===== config.mk =====
export PLATFORM = sky130hd
export DESIGN_NAME = local_bias_seq_flat
export DESIGN_NICKNAME = d
export VERILOG_FILES = /design/src/rtl/local_bias_pkg.sv /design/src/rtl/local_bias_seq_if.sv /design/src/rtl/local_bias_debounce.sv /design/src/rtl/local_bias_seq.sv /design/src/flat_wrapper.sv
export SDC_FILE = /design/constraint.sdc
export NUM_CORES = 1
export LEC_CHECK = 0
export ABC_AREA = 1
export CAP_MARGIN = 20
export CORE_ASPECT_RATIO = 0.75
export CORE_MARGIN = 10
export CORE_UTILIZATION = 51
export DETAILED_ROUTE_END_ITERATION = 8
export PLACE_DENSITY_LB_ADDON = 0.12
export SLEW_MARGIN = 20
export SYNTH_ARGS = -nofsm -noshare
export SYNTH_HDL_FRONTEND = slang
export SYNTH_SLANG_ARGS = --single-unit
export TNS_END_PERCENT = 50

===== constraint.sdc =====
create_clock -name clk -period 2.1 [get_ports clk]
set_input_delay 0.525 -clock clk [delete_from_list [all_inputs] [get_ports clk]]
set_output_delay 0.525 -clock clk [all_outputs]
set_load 0.05 [all_outputs]

===== src/rtl/local_bias_pkg.sv =====
// Purpose : shared types and constants for the local bias sequencer slice.
// Latency : n/a (declarations only).
// Backpress: n/a.
package local_bias_pkg;

    // Encoding is visible on state_o for debug, so the values are pinned.
    typedef enum logic [2:0] {
        ST_OFF      = 3'd0,
        ST_WAIT_SUP = 3'd1,
        ST_RAMP     = 3'd2,
        ST_READY    = 3'd3,
        ST_FAULT    = 3'd4
    } state_e;

    localparam int                FCNT_W   = 8;
    localparam logic [FCNT_W-1:0] FCNT_MAX = '1;

    // ATB line enable encoding: bit1 drives atb1, bit0 drives atb0.
    localparam logic [1:0] ATB_NONE  = 2'b00;
    localparam logic [1:0] ATB_LINE0 = 2'b01;
    localparam logic [1:0] ATB_LINE1 = 2'b10;
    localparam logic [1:0] ATB_BOTH  = 2'b11;

endpackage


===== src/rtl/local_bias_seq_if.sv =====
// Purpose : control/status bundle between power management and the bias sequencer.
// Latency : n/a (wiring only).
// Backpress: none; level signals only.
// Ports   : master = power-management side (drives pdb, supply flags, enables, ATB select),
//           slave  = sequencer side (drives bias_en, ready, fault status, ATB switch controls).
interface local_bias_seq_if #(
    parameter int N_CH = 4,
    parameter int CH_W = $clog2(N_CH)
);
    import local_bias_pkg::*;

    logic              pdb;
    logic              sup_1p8_ok;
    logic              sup_0p8_ok;
    logic              sup_vss_ok;
    logic [N_CH-1:0]   ch_en;
    logic [1:0]        atb_ena;
    logic [CH_W-1:0]   atb_ch;

    logic [N_CH-1:0]   bias_en;
    logic              ready;
    logic              fault;
    logic [FCNT_W-1:0] fault_cnt;
    logic [N_CH-1:0]   atb_route;
    logic [1:0]        atb_bus_en;
    logic [2:0]        state_o;

    modport master (
        output pdb, sup_1p8_ok, sup_0p8_ok, sup_vss_ok, ch_en, atb_ena, atb_ch,
        input  bias_en, ready, fault, fault_cnt, atb_route, atb_bus_en, state_o
    );

    modport slave (
        input  pdb, sup_1p8_ok, sup_0p8_ok, sup_vss_ok, ch_en, atb_ena, atb_ch,
        output bias_en, ready, fault, fault_cnt, atb_route, atb_bus_en, state_o
    );

endinterface


===== src/rtl/local_bias_debounce.sv =====
// Purpose : supply-good filter; sup_good only after DEBOUNCE_CYC consecutive good samples.
// Latency : rises DEBOUNCE_CYC edges after sup_raw rises, falls 1 edge after sup_raw falls.
// Backpress: none.
// Ports   : clk, rst_n (async active-low), sup_raw in, sup_good out.
module local_bias_debounce #(
    parameter int DEBOUNCE_CYC = 4
) (
    input  logic clk,
    input  logic rst_n,
    input  logic sup_raw,
    output logic sup_good
);
    localparam int DW = $clog2(DEBOUNCE_CYC + 1);

    logic [DW-1:0] cnt;

    // Counter saturates at DEBOUNCE_CYC; any bad sample restarts it.
    always_ff @(posedge clk or negedge rst_n) begin
        if (!rst_n) begin
            cnt <= '0;
        end else if (!sup_raw) begin
            cnt <= '0;
        end else if (cnt != DW'(DEBOUNCE_CYC)) begin
            cnt <= cnt + DW'(1);
        end
    end

    assign sup_good = (cnt == DW'(DEBOUNCE_CYC));

endmodule


===== src/rtl/local_bias_seq.sv =====
// Purpose : power-up sequencer and ATB router for N_CH local bias channels.
// Latency : one channel enabled per slot (SETTLE_CYC hold after enable); ATB controls 1 cycle.
// Backpress: none; supply loss forces FAULT, pdb low forces OFF with priority.
// Ports   : clk, rst_n (async active-low), bus (local_bias_seq_if.slave).
module local_bias_seq
    import local_bias_pkg::*;
#(
    parameter int N_CH         = 4,
    parameter int SETTLE_CYC   = 16,
    parameter int DEBOUNCE_CYC = 4,
    parameter int CH_W         = $clog2(N_CH)
) (
    input  logic                    clk,
    input  logic                    rst_n,
    local_bias_seq_if.slave         bus
);
    localparam int SW = $clog2(SETTLE_CYC + 1);

    state_e            state, state_n;
    logic [CH_W-1:0]   idx, idx_n;
    logic [SW-1:0]     settle, settle_n;
    logic [N_CH-1:0]   bias_en, bias_n;
    logic              fault, fault_n;
    logic [FCNT_W-1:0] fault_cnt, fcnt_n;
    logic [N_CH-1:0]   atb_route, route_n;
    logic [1:0]        atb_bus_en;
    logic              sup_raw;
    logic              sup_good;
    logic              advance;

    assign sup_raw = bus.sup_1p8_ok & bus.sup_0p8_ok & bus.sup_vss_ok;

    local_bias_debounce #(
        .DEBOUNCE_CYC (DEBOUNCE_CYC)
    ) u_debounce (
        .clk      (clk),
        .rst_n    (rst_n),
        .sup_raw  (sup_raw),
        .sup_good (sup_good)
    );

    always_ff @(posedge clk or negedge rst_n) begin
        if (!rst_n) begin
            state     <= ST_OFF;
            idx       <= '0;
            settle    <= '0;
            bias_en   <= '0;
            fault     <= 1'b0;
            fault_cnt <= '0;
        end else begin
            state     <= state_n;
            idx       <= idx_n;
            settle    <= settle_n;
            bias_en   <= bias_n;
            fault     <= fault_n;
            fault_cnt <= fcnt_n;
        end
    end

    always_comb begin
        state_n  = state;
        idx_n    = idx;
        settle_n = settle;
        bias_n   = bias_en;
        fault_n  = fault;
        fcnt_n   = fault_cnt;
        advance  = 1'b0;

        if (!bus.pdb) begin
            // Power-down wins over a simultaneous supply loss: no fault recorded.
            state_n  = ST_OFF;
            idx_n    = '0;
            settle_n = '0;
            bias_n   = '0;
            fault_n  = 1'b0;
        end else if ((state == ST_RAMP || state == ST_READY) && !sup_raw) begin
            // Raw flag, not the debounced one, so bias drops on the first bad sample.
            state_n = ST_FAULT;
            bias_n  = '0;
            fault_n = 1'b1;
            if (fault_cnt != FCNT_MAX) begin
                fcnt_n = fault_cnt + FCNT_W'(1);
            end
        end else begin
            case (state)
                ST_OFF: begin
                    bias_n  = '0;
                    state_n = ST_WAIT_SUP;
                end
                ST_WAIT_SUP: begin
                    bias_n = '0;
                    if (sup_good) begin
                        state_n  = ST_RAMP;
                        idx_n    = '0;
                        settle_n = '0;
                    end
                end
                ST_RAMP: begin
                    bias_n = bias_en & bus.ch_en;
                    // settle != 0 means the current channel was just enabled and is
                    // still ramping; the slot ends on the edge where it reaches 1.
                    if (settle != '0) begin
                        settle_n = settle - SW'(1);
                        advance  = (settle == SW'(1));
                    end else if (bus.ch_en[idx] && !bias_en[idx]) begin
                        bias_n[idx] = 1'b1;
                        settle_n    = SW'(SETTLE_CYC);
                    end else begin
                        advance = 1'b1;
                    end
                    if (advance) begin
                        if (idx == CH_W'(N_CH - 1)) begin
                            state_n = ST_READY;
                        end else begin
                            idx_n = idx + CH_W'(1);
                        end
                    end
                end
                ST_READY: begin
                    bias_n = bias_en & bus.ch_en;
                    // Newly requested channel: restart the walk; enabled ones skip in 1 cycle.
                    if (|(bus.ch_en & ~bias_en)) begin
                        state_n  = ST_RAMP;
                        idx_n    = '0;
                        settle_n = '0;
                    end
                end
                ST_FAULT: begin
                    bias_n = '0;
                end
                default: begin
                    state_n = ST_OFF;
                    bias_n  = '0;
                end
            endcase
        end
    end

    // ATB switch: route only a live, in-range channel; the per-index compare
    // naturally routes nothing for atb_ch >= N_CH.
    always_comb begin
        route_n = '0;
        for (int i = 0; i < N_CH; i++) begin
            route_n[i] = (bus.atb_ch == CH_W'(i)) && bias_en[i] && (bus.atb_ena != ATB_NONE);
        end
    end

    always_ff @(posedge clk or negedge rst_n) begin
        if (!rst_n) begin
            atb_route  <= '0;
            atb_bus_en <= ATB_NONE;
        end else begin
            atb_route  <= route_n;
            atb_bus_en <= (|route_n) ? bus.atb_ena : ATB_NONE;
        end
    end

    assign bus.bias_en    = bias_en;
    assign bus.ready      = (state == ST_READY);
    assign bus.fault      = fault;
    assign bus.fault_cnt  = fault_cnt;
    assign bus.atb_route  = atb_route;
    assign bus.atb_bus_en = atb_bus_en;
    assign bus.state_o    = state;

endmodule

===== src/flat_wrapper.sv =====
// flat-port wrapper written by rule: the top's interface ports become plain ports
module local_bias_seq_flat import local_bias_pkg::*;
#(
    parameter int N_CH         = 4,
    parameter int SETTLE_CYC   = 16,
    parameter int DEBOUNCE_CYC = 4,
    parameter int CH_W         = $clog2(N_CH)
)
  (clk, rst_n, bus_pdb, bus_sup_1p8_ok, bus_sup_0p8_ok, bus_sup_vss_ok, bus_ch_en, bus_atb_ena, bus_atb_ch, bus_bias_en, bus_ready, bus_fault, bus_fault_cnt, bus_atb_route, bus_atb_bus_en, bus_state_o);
  local_bias_seq_if #(.N_CH(N_CH), .CH_W(CH_W)) bus_i ();
  input  logic clk;
  input  logic rst_n;
  input wire logic [$bits(bus_i.pdb)-1:0] bus_pdb;
  input wire logic [$bits(bus_i.sup_1p8_ok)-1:0] bus_sup_1p8_ok;
  input wire logic [$bits(bus_i.sup_0p8_ok)-1:0] bus_sup_0p8_ok;
  input wire logic [$bits(bus_i.sup_vss_ok)-1:0] bus_sup_vss_ok;
  input wire logic [$bits(bus_i.ch_en)-1:0] bus_ch_en;
  input wire logic [$bits(bus_i.atb_ena)-1:0] bus_atb_ena;
  input wire logic [$bits(bus_i.atb_ch)-1:0] bus_atb_ch;
  output wire logic [$bits(bus_i.bias_en)-1:0] bus_bias_en;
  output wire logic [$bits(bus_i.ready)-1:0] bus_ready;
  output wire logic [$bits(bus_i.fault)-1:0] bus_fault;
  output wire logic [$bits(bus_i.fault_cnt)-1:0] bus_fault_cnt;
  output wire logic [$bits(bus_i.atb_route)-1:0] bus_atb_route;
  output wire logic [$bits(bus_i.atb_bus_en)-1:0] bus_atb_bus_en;
  output wire logic [$bits(bus_i.state_o)-1:0] bus_state_o;
  assign bus_i.pdb = bus_pdb;
  assign bus_i.sup_1p8_ok = bus_sup_1p8_ok;
  assign bus_i.sup_0p8_ok = bus_sup_0p8_ok;
  assign bus_i.sup_vss_ok = bus_sup_vss_ok;
  assign bus_i.ch_en = bus_ch_en;
  assign bus_i.atb_ena = bus_atb_ena;
  assign bus_i.atb_ch = bus_atb_ch;
  assign bus_bias_en = bus_i.bias_en;
  assign bus_ready = bus_i.ready;
  assign bus_fault = bus_i.fault;
  assign bus_fault_cnt = bus_i.fault_cnt;
  assign bus_atb_route = bus_i.atb_route;
  assign bus_atb_bus_en = bus_i.atb_bus_en;
  assign bus_state_o = bus_i.state_o;
  local_bias_seq #(.N_CH(N_CH), .SETTLE_CYC(SETTLE_CYC), .DEBOUNCE_CYC(DEBOUNCE_CYC), .CH_W(CH_W)) u_core (.clk(clk), .rst_n(rst_n), .bus(bus_i));
endmodule

# Yosys cells after proc, flatten, opt, wreduce, memory -nomap -nowiden

Cells that the tools add are included.

Register bits after elaboration: 32
Output and inout bits: 23
Word-level logic and storage cells: 113
Bits of input ports: 14

Muxes and demuxes: 42
Magnitude comparators: 2
Bitwise operators: 6
Eq/ne operators: 26
Add/sub/neg operators: 4
Reduce and logical (&&, ||, !) cells: 24

Operators with widths:

| cell                                                                     | number |
|---|---|
| 5-bit two-way mux                                                        | 6 |
| 3-bit two-way mux                                                        | 8 |
| 4-bit two-way mux                                                        | 4 |
| 3-bit one-hot mux with 5 select lines                                    | 1 |
| 5-bit one-hot mux with 3 select lines                                    | 1 |
| 2-bit two-way mux                                                        | 7 |
| 4-bit inequality test (second input constant)                            | 3 |
| 1-bit logical AND                                                        | 11 |
| 1-bit two-way mux                                                        | 10 |
| 5-bit AND reduction                                                      | 2 |
| 3-bit by 2-bit inequality test with 1-bit output (second input constant) | 3 |
| 3-bit inequality test (second input constant)                            | 3 |
| 8-bit by 1-bit adder with 8-bit output (second input constant)           | 1 |
| 4-bit bitwise AND                                                        | 2 |
| 4-bit by 2-bit inequality test with 1-bit output (second input constant) | 2 |
| 8-bit inequality test (second input constant)                            | 1 |
| 4-bit one-hot mux with 2 select lines                                    | 1 |
| 4-bit OR reduction                                                       | 2 |
| 2-bit == test (second input constant)                                    | 3 |
| 3-bit by 2-bit == test with 1-bit output (second input constant)         | 2 |
| 3-bit == test (second input constant)                                    | 2 |
| 2-bit one-hot mux with 3 select lines                                    | 1 |
| 6-bit AND reduction                                                      | 1 |
| 5-bit by 1-bit == test with 1-bit output (second input constant)         | 1 |
| other kinds (22)                                                         | 26 |

# Depth between registers and ports, before layout

Gate-level depths: netlist of run 1.

Word-level depth: 13
Mapped depth: 12
Depth with buffers taken out: 12

# Hierarchy

From an unflattened synthesis of run 1, not the netlist that was laid out.

Cells, all modules: 240
Area total of the unflattened synthesis: 1869.3 µm²

By module, submodules not included:

| module              | area an instance (µm²) | cells an instance | times used | seq. area each (µm²) |
|---|---|---|---|---|
| local_bias_seq      | 1705.4                 | 221               | 1          | 725.7 |
| local_bias_debounce | 163.9                  | 19                | 1          | 75.1 |

# Worst setup path before layout of run 1

Ideal clock, no wire load.

Kind: register to register
Start: register u_core.state[0], in the netlist u_core.bus.state_o[0]
End: register u_core.idx[1]
Arrival: 1849 ps
Stages on the path, launching flop included: 10
Buffers on the path: 0
Slack: 135 ps
Cell sequence: dfrtp_1 > inv_2 > nor2_4 > nand2_2 > inv_1 > nand3b_1 > nand3_4 > inv_4 > nand3_1 > nand2_1

Longest elaborated chain between the ends: 5
Elaborated cells on any way between the ends: 15
Those cells by class: eq/ne: 9; mux: 3; reduce/logical: 3

RTL lines:

| element                                    | line                 | text |
|---|---|---|
| start: declaration                         | local_bias_seq.sv:19 | `state_e state, state_n;` |
| start signal: assignment                   | local_bias_seq.sv:51 | `state <= state_n;` |
| 3-bit by 2-bit == test with 1-bit output * | n/a                  |  |
| via bus_ready                              | flat_wrapper.sv:21   | `output wire logic [$bits(bus_i.ready)-1:0] bus_ready;` |
| 1-bit logical OR                           | local_bias_seq.sv:76 | `end else if ((state == ST_RAMP \|\| state == ST_READY) && !sup_raw) begin` |
| 1-bit logical AND                          | local_bias_seq.sv:76 |  |
| 2-bit inequality test (no line)            | n/a                  |  |
| 6-bit AND reduction (no line)              | n/a                  |  |
| end signal: assignment                     | local_bias_seq.sv:52 | `idx <= idx_n;` |
| end: declaration                           | local_bias_seq.sv:20 | `logic [CH_W-1:0] idx, idx_n;` |

Mark *: on every way through the listed nets, which the timed path passes. The rest lies on a longest branch. The select of a mux whose other input is x is not followed.
A chain may end at the register's enable or synchronous reset.

# Final worst setup path of run 1

Start: register u_core.fault_cnt[1], in the netlist u_core.bus.fault_cnt[1]
End: output bus_fault_cnt[1]

RTL lines:

| element                  | line                 | text |
|---|---|---|
| start: declaration       | local_bias_seq.sv:24 | `logic [FCNT_W-1:0] fault_cnt, fcnt_n;` |
| start signal: assignment | local_bias_seq.sv:56 | `fault_cnt <= fcnt_n;` |
| end: declaration         | flat_wrapper.sv:23   | `output wire logic [$bits(bus_i.fault_cnt)-1:0] bus_fault_cnt;` |

No word-level cell between the ends.

==> impl_summary.txt, run 1 <==
----------------------------------------------------
[Worst setup path]
  Critical path data arrival time ... 1.51 ns
  Top fanout value on the critical path ... 4
  Register-to-register setup slack ... 0.37 ns
  Total buffers and inverters traversed by the critical path ... 1
  CP Cell Sequence ... clkdlybuf4s50_1
  Crit-path slowest cell ... clkdlybuf4s50_1
  CP Launch Type ... register
  Kind of end point of the critical path ... output port
  Setup Crit Path Kind ... reg2out
  CP max stage delay ... 0.82 ns
  Required time reported for the critical path endpoint ... 1.57 ns
  Cell class contributing the biggest share of worst-path delay ... buffers and inverters
  Register-to-Register Path Depth ... 11
  Worst r2r src ... u_core.u_debounce.cnt[0]$_DFFE_PN0P_
  Worst flop-to-flop path endpoint ... u_core.settle[3]$_DFFE_PN0P_

[Flow run]
  Max-cap check violation count ... 0

[Logic synthesis]
  YS warnings ... 0
  Post-synthesis instance area ... 1900 sq um
  Mean instance size in the synthesized netlist ... 8.12 sq um
  Share of the synthesized area in the top cell type ... 42.1%
  Seq cells post-synth ... 32
  Number of unique standard cell types used by synthesis ... 25
  Largest area contributor in the netlist ... dfrtp_1
  Leading post-synthesis cells by cell area ... dfrtp_1 42%, nand2_1 12%, nand3_1 7.1%, ha_1 6.6%, inv_1 6.1%
  Instance count of the mapped netlist ... 234
  Post-synthesis net count ... 258
  Fraction of the yosys area taken by sequential cells ... 42.1%

[Pwr]
  Maximum VDD drop ... 0.654 mV
  Total chip power ... 2.23 mW
  Standby leakage power ... 1.25 nW
  Net load switching power ... 0.995 mW
  Design internal power ... 1.24 mW
  Comb power frac ... 42.7%
  Power density over the cells ... 920 nW/um^2
  Switching power as a share of total power ... 44.6%
  Share of power burned in registers ... 35.9%
  Power share of the clock group ... 21.4%

[Clock network]
  Post CTS Setup Buffer Count ... 0
  Gates resized, CTS repair ... 0
  Number of buffers created by CTS ... 5
  H-tree depth ... 2
  Hold-fix buffers at CTS ... 0
  Clock sink total ... 32
  Clock tree from TritonCTS ... done
  Clk Tree Root Cell ... clkbuf_8
  Clock transition at the register clock pins on the worst setup and hold paths after CTS ... 0.07 ns
  Clock insertion delay at the later pin of the skew report ... 0.29 ns
  Max Buffers Root-to-Sink ... 2

[Layout]
  Sequential standard cell area ... 801 sq um
  Area of the multi-input gates ... 966 sq um
  Count of antenna diodes in the layout ... 0
  Commonest cells after routing, fill and taps aside ... 59 x nand2_1, 32 x dfrtp_1, 31 x inv_1
  Post-route core utilization ... 67.1%
  Most common library cell in the layout ignoring fill and taps ... nand2_1
  Layout-stage area growth over the synthesis result ... 27.6%
  Ratio of cells with drive above 1 in the final layout ... 16.0%
  Total number of nets in the final design ... 305
  Layout filler cell count ... 336
  Post-route non-filler standard cell count ... 334

[Floorplan]
  Initial core utilization ... 52.6%
  Die footprint ... 6590 sq um
  DIE WIDTH ... 90.5 microns
  Std-Cell Core Area ... 3610 sq um
  Total I/O pin count ... 37
  Floorplan row count ... 19
  Vert. Die Dim ... 72.9 microns

[STA]
  Max_slew headroom ... 66.1%
  Setup TNS after final layout ... 0 ns
  Post-route clock skew ... 0.00603 ns
  Count of final setup violators ... 0
  Number of failing hold endpoints at the final stage ... 0
  Number of max-slew violations in the final report ... 0
  Minimum clock period after layout ... 2.03 ns
  Unrepaired setup endpoints after global routing ... no
  Maximum clock frequency ... 492 MHz
  Share of the cycle needed by the critical path after routing ... 96.8%
  Worst-margin pin slew ... 0.507 ns

[GRT]
  Maximum number of pins on one net before global-route repair ... 33
  Vias in the first global route ... 1617
  Number of antenna violations at the first check in global routing ... 0
  First-pass GRT wire length ... 7.33 mm
  Total congestion overflow ... 0
  Total global routing track utilization ... 13.6%

[Drt]
  Routed wire length per instance ... 12.4 microns
  Antenna-violating nets left ... 0
  TritonRoute pass-1 iters ... 4
  Initial drt markers ... 74
  Vias per cell ... 4.84
  Total number of vias ... 1618
  Wire length reported by the detailed router ... 4.14 mm
  DRC violation count after routing ... 0

[Min path]
  Hold path startpoint ... u_core.settle[1]$_DFFE_PN0P_
  Instance count along the most critical hold path ... 2
  Classification of the worst-slack hold path ... reg2reg
  End point of the worst hold path ... u_core.settle[1]$_DFFE_PN0P_

[Placement]
  Number of instances in the placed design ... 326
  Routability Congestion ... 0.896
  Final HPWL from detailed placement ... 3.21 mm
  Quantity of I/O buffers inserted on ports ... 36

[Outcome]
  Outcome ... finished, final reports clean

----------------------------------------------------
cell type report:
class,count,share of cell area (%)
multi-input combinational,167,39.8
clock buffer,5,2.84
clock inverter,3,0.774
tap,52,2.68
timing repair buffer,40,15.4
inverter,35,5.52
sequential,32,33.0
kinds of logic (layout without fill, tap and decap cells):
family | count (synthesis) | after routing | synth area share (%)
compound gates | 14 | 14 | 3.82
fa+ha+maj | 10 | 10 | 6.58
buf+inv | 35 | 83 | 7.04
xor+xnor | 9 | 9 | 4.54
flops | 32 | 32 | 42.1
simple gates | 134 | 134 | 35.9
per-stage QoR:
stage / hold slack [ns] / worst slack [ns] / instance area, sq um
2_1_floorplan: 0.229 / 0.135 / 1900
3_3_place_gp: 0.488 / 0.181 / 2340
6_report: 0.507 / 0.0677 / 2430
4_1_cts: 0.505 / 0.0538 / 2430
3_5_place_dp: 0.488 / 0.123 / 2340
5_1_grt: 0.557 / 0.00345 / 2430
cells in the mapped netlist (all sizes together):
cell,n
inv,35
o21ai,5
nor2,26
xnor2,5
dfrtp,32
a21oi,8
nor3,3
nand3,28
nand4,4
ha,10
xor2,4
nand3b,2
nand2,66
nor4,4
or2,1
o31ai,1
state kept, by name (all words and copies together), names as in the netlist:
| register | flops |
|---|---|
| u_core.bus.fault_cnt | 8 |
| u_core.settle | 5 |
| u_core.bus.atb_route | 4 |
| u_core.bus.bias_en | 4 |
| u_core.bus.state_o | 3 |
| u_core.u_debounce.cnt | 3 |
| u_core.bus.atb_bus_en | 2 |
| u_core.idx | 2 |
| u_core.bus.fault | 1 |
layer usage:
layer	share of wire, %	GRT usage (%)	vias to the layer above
li1	-	-	838
met1	50	16.6	740
met2	43	21.9	36
met3	5.7	5.14	4
met4	0.77	3.70	0
met5	0	0	-
how the worst max path moves through the flow:
| stage | slack [ns] | start | cells past startpoint | endpoint |
|---|---|---|---|---|
| floorplan | 0.13 | u_core.bus.state_o[0]$_DFFE_PN0P_ | 9 | u_core.idx[1]$_DFFE_PN0P_ |
| global placement | 0.18 | bus_pdb | 9 | u_core.settle[4]$_DFFE_PN0P_ |
| detailed placement | 0.12 | bus_pdb | 9 | u_core.settle[3]$_DFFE_PN0P_ |
| CTS | 0.05 | u_core.bus.fault_cnt[1]$_DFFE_PN0P_ | 1 | bus_fault_cnt[1] |
| global route | 0.003 | u_core.bus.fault_cnt[1]$_DFFE_PN0P_ | 1 | bus_fault_cnt[1] |
| finish | 0.07 | u_core.bus.fault_cnt[1]$_DFFE_PN0P_ | 1 | bus_fault_cnt[1] |
power by group through the flow:
stage                     clock network, mW  logic, mW  registers, mW
after global routing                  0.518       1.05          0.816
after floorplan                           0      0.471           1.01
after CTS                             0.492      0.962          0.800
after global placement                    0      0.953          0.806
final                                 0.478      0.953          0.800
after detailed placement                  0      0.959          0.811
Power figures use the tool's default switching activity.
==> run 2, diff against run 1 <==
--- a/config.mk
+++ b/config.mk
@@ -6,10 +6,9 @@
 export NUM_CORES = 1
 export LEC_CHECK = 0
 export ABC_AREA = 1
-export CAP_MARGIN = 20
 export CORE_ASPECT_RATIO = 0.75
 export CORE_MARGIN = 10
-export CORE_UTILIZATION = 51
+export CORE_UTILIZATION = 55
 export DETAILED_ROUTE_END_ITERATION = 8
 export PLACE_DENSITY_LB_ADDON = 0.12
 export SLEW_MARGIN = 20
==> constraint.sdc (replaced) <==
create_clock -name clk -period 2.5 [get_ports clk]
set_input_delay 0.625 -clock clk [delete_from_list [all_inputs] [get_ports clk]]
set_output_delay 0.625 -clock clk [all_outputs]
set_load 0.05 [all_outputs]
==> run 2 against run 1 <==
Compared with the run above:
- sequential power shrank 16%
- flip-flop and latch count is the same
- worst setup slack gained 0.20 ns
- critical endpoint is now bus_state_o[1]
- largest power group unchanged
==> impl_summary.txt, run 2 (same netlist as run 1, synthesis figures left out) <==
----------------------------------------------------
[Clock network]
  Clock transition at the register clock pins on the worst setup and hold paths after CTS ... 0.07 ns
  H-tree depth ... 2
  Clock sink total ... 32
  Hold-fix buffers at CTS ... 0
  Clock tree from TritonCTS ... done
  Clk Tree Root Cell ... clkbuf_8
  Gates resized, CTS repair ... 0
  Number of buffers created by CTS ... 5
  Clock insertion delay at the later pin of the skew report ... 0.29 ns
  Max Buffers Root-to-Sink ... 2
  Post CTS Setup Buffer Count ... 0

[Drt]
  Wire length on met1 ... 1.99 mm
  Initial drt markers ... 99
  Routed wire length per instance ... 13.3 microns
  Met3 wire len ... 346 microns
  Length of routed met2 wiring ... 1.85 mm
  Wire length reported by the detailed router ... 4.26 mm
  TritonRoute pass-1 iters ... 4
  DRC violation count after routing ... 0
  Total number of vias ... 1612
  Uppermost metal layer occupied by signal nets ... met4
  Antenna-violating nets left ... 0
  Vias per cell ... 5.04

[STA]
  Maximum clock frequency ... 447 MHz
  Unrepaired setup endpoints after global routing ... no
  Number of max-slew violations in the final report ... 0
  Share of the cycle needed by the critical path after routing ... 89.4%
  Minimum clock period after layout ... 2.24 ns
  Number of failing hold endpoints at the final stage ... 0
  Max_slew headroom ... 65.7%
  Count of final setup violators ... 0
  Setup TNS after final layout ... 0 ns
  Post-route clock skew ... 0.00454 ns
  Worst-margin pin slew ... 0.513 ns

[Worst setup path]
  CP Cell Sequence ... clkdlybuf4s50_1
  Cell class contributing the biggest share of worst-path delay ... buffers and inverters
  Worst r2r src ... u_core.u_debounce.cnt[0]$_DFFE_PN0P_
  Kind of end point of the critical path ... output port
  CP max stage delay ... 0.85 ns
  Required time reported for the critical path endpoint ... 1.88 ns
  Setup Crit Path Kind ... reg2out
  Total buffers and inverters traversed by the critical path ... 1
  Top fanout value on the critical path ... 7
  Register-to-Register Path Depth ... 11
  Worst flop-to-flop path endpoint ... u_core.settle[0]$_DFFE_PN0P_
  Register-to-register setup slack ... 0.77 ns
  Critical path data arrival time ... 1.61 ns
  Crit-path slowest cell ... clkdlybuf4s50_1
  CP Launch Type ... register

[Floorplan]
  Total I/O pin count ... 37
  Initial core utilization ... 57.4%
  Std-Cell Core Area ... 3310 sq um
  DIE WIDTH ... 87.9 microns
  Vert. Die Dim ... 70.9 microns
  Floorplan row count ... 18
  Die footprint ... 6230 sq um

[Layout]
  Total number of nets in the final design ... 303
  Number of flip-flops under the largest register name ... 8
  Area of the multi-input gates ... 966 sq um
  Sequential standard cell area ... 801 sq um
  Layout-stage area growth over the synthesis result ... 28.1%
  Layout filler cell count ... 260
  Commonest cells after routing, fill and taps aside ... 59 x nand2_1, 35 x clkdlybuf4s50_1, 32 x dfrtp_1
  Ratio of cells with drive above 1 in the final layout ... 11.4%
  Top Registers ... u_core.bus.fault_cnt (8), u_core.settle (5)
  Most common library cell in the layout ignoring fill and taps ... nand2_1
  Largest register by flop count ... u_core.bus.fault_cnt
  Count of antenna diodes in the layout ... 0

[Min path]
  Classification of the worst-slack hold path ... reg2reg
  Instance count along the most critical hold path ... 2
  End point of the worst hold path ... u_core.settle[1]$_DFFE_PN0P_
  Hold path startpoint ... u_core.settle[1]$_DFFE_PN0P_

[GRT]
  First-pass GRT wire length ... 7.49 mm
  Maximum number of pins on one net before global-route repair ... 33
  Total global routing track utilization ... 14.9%
  Number of antenna violations at the first check in global routing ... 0
  Vias in the first global route ... 1661
  Total congestion overflow ... 0

[Pwr]
  Power density over the cells ... 815 nW/um^2
  Standby leakage power ... 1.22 nW
  Total chip power ... 1.98 mW
  Maximum VDD drop ... 0.711 mV

[Outcome]
  Outcome ... finished, final reports clean

[Flow run]
  Max-cap check violation count ... 0

[Placement]
  Routability Congestion ... 0.869
  Quantity of I/O buffers inserted on ports ... 36
  Final HPWL from detailed placement ... 3.24 mm

----------------------------------------------------
==> run 2: changes by cell type in the layout (fill, tap and decap cells not counted) <==
cell,delta
bufinv_16,+1
clkinv_4,-1
clkinv_2,-1
clkinvlp_4,+1
buf_4,-12
clkdlybuf4s50_1,+11
buf_12,-1
==> run 2: worst max-delay path by stage <==
stage	start	cells past startpoint	endpoint	slack, ns
global placement	bus_pdb	9	u_core.settle[0]$_DFFE_PN0P_	0.37
global route	u_core.bus.state_o[1]$_DFFE_PN0P_	1	bus_state_o[1]	0.20
detailed placement	bus_pdb	9	u_core.settle[2]$_DFFE_PN0P_	0.27
floorplan	u_core.bus.state_o[0]$_DFFE_PN0P_	9	u_core.idx[1]$_DFFE_PN0P_	0.53
finish	u_core.bus.state_o[1]$_DFFE_PN0P_	1	bus_state_o[1]	0.26
CTS	u_core.bus.state_o[1]$_DFFE_PN0P_	1	bus_state_o[1]	0.25
==> run 2: area by class of cell <==
cell class,count,area share (%)
Sequential cell,32,32.9
Tap cell,40,2.06
Multi-Input combinational cell,167,39.7
Clock buffer,5,2.83
Inverter,35,5.50
Timing Repair Buffer,38,15.3
Clock inverter,3,1.75
==> run 2: stage by stage <==
step                      hold WS (ns)  util (%)  worst slack, ns  instances  area (sq um)
after global placement           0.483      70.2            0.367        312          2320
after global routing             0.526      73.5            0.199        320          2430
final                            0.493      73.5            0.265        320          2430
after CTS                        0.498      73.5            0.254        320          2430
after detailed placement         0.483      70.2            0.265        312          2320
after floorplan                  0.329         -            0.535        234          1900
==> run 2: report_power, final <==
group | leakage [nW] | switching, mW | internal [mW] | total [mW]
logic | 0.732 | 0.550 | 0.267 | 0.817
clock network | 0.0541 | 0.204 | 0.295 | 0.498
registers | 0.438 | 0.0853 | 0.583 | 0.669
total | 1.22 | 0.839 | 1.15 | 1.98
==> run 2: worst reg2reg max path, cell delays in order, from the launching register on <==
cell,delay [ns]
dfrtp_1,0.41
inv_1,0.07
ha_1,0.13
nand2_1,0.12
nand2_1,0.10
nor2_1,0.05
o21ai_0,0.31
nand3_4,0.15
inv_4,0.11
nand2_4,0.07
nand2_1,0.07
nand2_1,0.05
==> run 2: metal layers <==
metal	vias up	global-route usage (%)
met3	8	6.29
met4	0	4.77
li1	831	-
met5	-	0
met2	43	23.1
met1	730	18.3
==> run 3, diff against run 2 <==
--- a/config.mk
+++ b/config.mk
@@ -8,8 +8,9 @@
 export ABC_AREA = 1
 export CORE_ASPECT_RATIO = 0.75
 export CORE_MARGIN = 10
-export CORE_UTILIZATION = 55
+export CORE_UTILIZATION = 45
 export DETAILED_ROUTE_END_ITERATION = 8
+export HOLD_SLACK_MARGIN = 0.12
 export PLACE_DENSITY_LB_ADDON = 0.12
 export SLEW_MARGIN = 20
 export SYNTH_ARGS = -nofsm -noshare
==> run 3 against run 2 <==
Compared with the run above:
- clock power is 19% lower
- clock-buffer cell count stayed put
- first-iteration DRC count is 9.1% lower
- final area is 0.21% lower
- sequential share of layout area is 0.068 points higher
==> impl_summary.txt, run 3 (same netlist as run 1, synthesis figures left out) <==
----------------------------------------------------
[Placement]
  Quantity of I/O buffers inserted on ports ... 36
  Post-placement cell area ... 2340 sq um
  Routability Congestion ... 0.872
  Final HPWL from detailed placement ... 3.32 mm
  Number of instances in the placed design ... 327

[Worst setup path]
  Required time reported for the critical path endpoint ... 1.88 ns
  Cell class contributing the biggest share of worst-path delay ... buffers and inverters
  CP Cell Sequence ... clkdlybuf4s50_1
  Kind of end point of the critical path ... output port
  Total buffers and inverters traversed by the critical path ... 1
  Critical path data arrival time ... 1.64 ns
  Top fanout value on the critical path ... 7
  CP max stage delay ... 0.86 ns
  CP Launch Type ... register
  Crit-path slowest cell ... clkdlybuf4s50_1
  Setup Crit Path Kind ... reg2out

[Layout]
  Most common library cell in the layout ignoring fill and taps ... nand2_1
  Post-route non-filler standard cell count ... 335
  Largest register by flop count ... u_core.bus.fault_cnt
  Number of flip-flops under the largest register name ... 8
  Layout-stage area growth over the synthesis result ... 27.8%
  Total number of nets in the final design ... 303
  Finished layout cell area ... 2430 sq um
  Commonest cells after routing, fill and taps aside ... 59 x nand2_1, 35 x clkdlybuf4s50_1, 32 x dfrtp_1
  Count of antenna diodes in the layout ... 0
  Ratio of cells with drive above 1 in the final layout ... 11.4%
  Top Registers ... u_core.bus.fault_cnt (8), u_core.settle (5)

[Drt]
  Antenna-violating nets left ... 0
  Wire length reported by the detailed router ... 4.26 mm
  DRC violation count after routing ... 0
  Routed wire length per instance ... 12.7 microns
  Vias per cell ... 4.68
  Initial drt markers ... 90
  Total number of vias ... 1569
  TritonRoute pass-1 iters ... 4

[GRT]
  Total congestion overflow ... 0
  Number of antenna violations at the first check in global routing ... 0
  Maximum number of pins on one net before global-route repair ... 33
  First-pass GRT wire length ... 7.22 mm
  Total global routing track utilization ... 12.3%
  Vias in the first global route ... 1542

[Clock network]
  Max Buffers Root-to-Sink ... 2
  Clock tree from TritonCTS ... done
  Gates resized, CTS repair ... 0
  Number of buffers created by CTS ... 5
  Clock sink total ... 32
  Post CTS Setup Buffer Count ... 0
  Hold-fix buffers at CTS ... 0
  Clock transition at the register clock pins on the worst setup and hold paths after CTS ... 0.07 ns
  Clk Tree Root Cell ... clkbuf_8
  H-tree depth ... 2
  Clock insertion delay at the later pin of the skew report ... 0.29 ns

[Pwr]
  Share of power burned in registers ... 35.7%
  Design internal power ... 1.04 mW
  Power share of the clock group ... 21.4%
  Maximum VDD drop ... 0.694 mV
  Standby leakage power ... 1.22 nW
  Net load switching power ... 0.838 mW
  Power density over the cells ... 774 nW/um^2
  Comb power frac ... 42.9%
  Switching power as a share of total power ... 44.6%
  Total chip power ... 1.88 mW

[STA]
  Unrepaired setup endpoints after global routing ... no
  Maximum clock frequency ... 441 MHz
  Worst-margin pin slew ... 0.509 ns
  Number of failing hold endpoints at the final stage ... 0
  Share of the cycle needed by the critical path after routing ... 90.8%
  Max_slew headroom ... 66.0%
  Count of final setup violators ... 0
  Setup TNS after final layout ... 0 ns
  Number of max-slew violations in the final report ... 0
  Post-route clock skew ... 0.00835 ns
  Minimum clock period after layout ... 2.27 ns

[Floorplan]
  Initial core utilization ... 46.9%
  Floorplan row count ... 20
  DIE WIDTH ... 95.0 microns
  Std-Cell Core Area ... 4050 sq um
  Die footprint ... 7250 sq um
  Total I/O pin count ... 37
  Vert. Die Dim ... 76.3 microns

[Flow run]
  Max-cap check violation count ... 0

[Outcome]
  Outcome ... finished, final reports clean

[Min path]
  Classification of the worst-slack hold path ... reg2reg

----------------------------------------------------
==> run 3: area by class of cell <==
type / count / area, sq um
Inverter: 35 / 134
Sequential cell: 32 / 801
Clock buffer: 5 / 68.8
Tap cell: 55 / 68.8
Clock inverter: 3 / 18.8
Timing Repair Buffer: 38 / 373
Fill cell: 392 / 1620
Multi-Input combinational cell: 167 / 966
==> run 3: power groups by stage <==
| stage | combinational (mW) | clock, mW | sequential [mW] |
|---|---|---|---|
| 6_report | 0.807 | 0.402 | 0.671 |
| 5_1_grt | 0.895 | 0.433 | 0.687 |
| 4_1_cts | 0.813 | 0.412 | 0.671 |
| 3_5_place_dp | 0.812 | 0 | 0.680 |
| 3_3_place_gp | 0.807 | 0 | 0.679 |
| 2_1_floorplan | 0.395 | 0 | 0.851 |
==> run 3: metrics by stage <==
| stage | hold slack, ns | util, % | setup slack (ns) |
|---|---|---|---|
| finish | 0.503 | 59.9 | 0.231 |
| global route | 0.539 | 59.9 | 0.176 |
| CTS | 0.508 | 59.9 | 0.217 |
| detailed placement | 0.494 | 57.8 | 0.280 |
| global placement | 0.487 | 57.8 | 0.353 |
| floorplan | 0.329 | - | 0.535 |
==> run 3: metal layers <==
metal / part of all wire (%) / GRT usage [%] / vias to the layer above
met5: 0 / 0 / -
met4: 0.94 / 3.88 / 0
met3: 7.3 / 4.53 / 5
met2: 42 / 16.3 / 27
met1: 50 / 17.7 / 708
li1: - / - / 829
==> run 3: worst paths after layout <==
check	startpoint	endpoint	slack (ns)	depth (start not counted)
max	u_core.bus.state_o[1]$_DFFE_PN0P_	bus_state_o[1]	0.23	1
min	u_core.u_debounce.cnt[0]$_DFFE_PN0P_	u_core.u_debounce.cnt[0]$_DFFE_PN0P_	0.50	1
max reg2reg	u_core.u_debounce.cnt[0]$_DFFE_PN0P_	u_core.settle[3]$_DFFE_PN0P_	0.75	11
min reg2reg	u_core.u_debounce.cnt[0]$_DFFE_PN0P_	u_core.u_debounce.cnt[0]$_DFFE_PN0P_	0.50	1
max in group asynchronous	rst_n	u_core.bus.fault_cnt[5]$_DFFE_PN0P_	1.47	2
min in group asynchronous	rst_n	u_core.u_debounce.cnt[1]$_DFFE_PN0P_	0.73	2
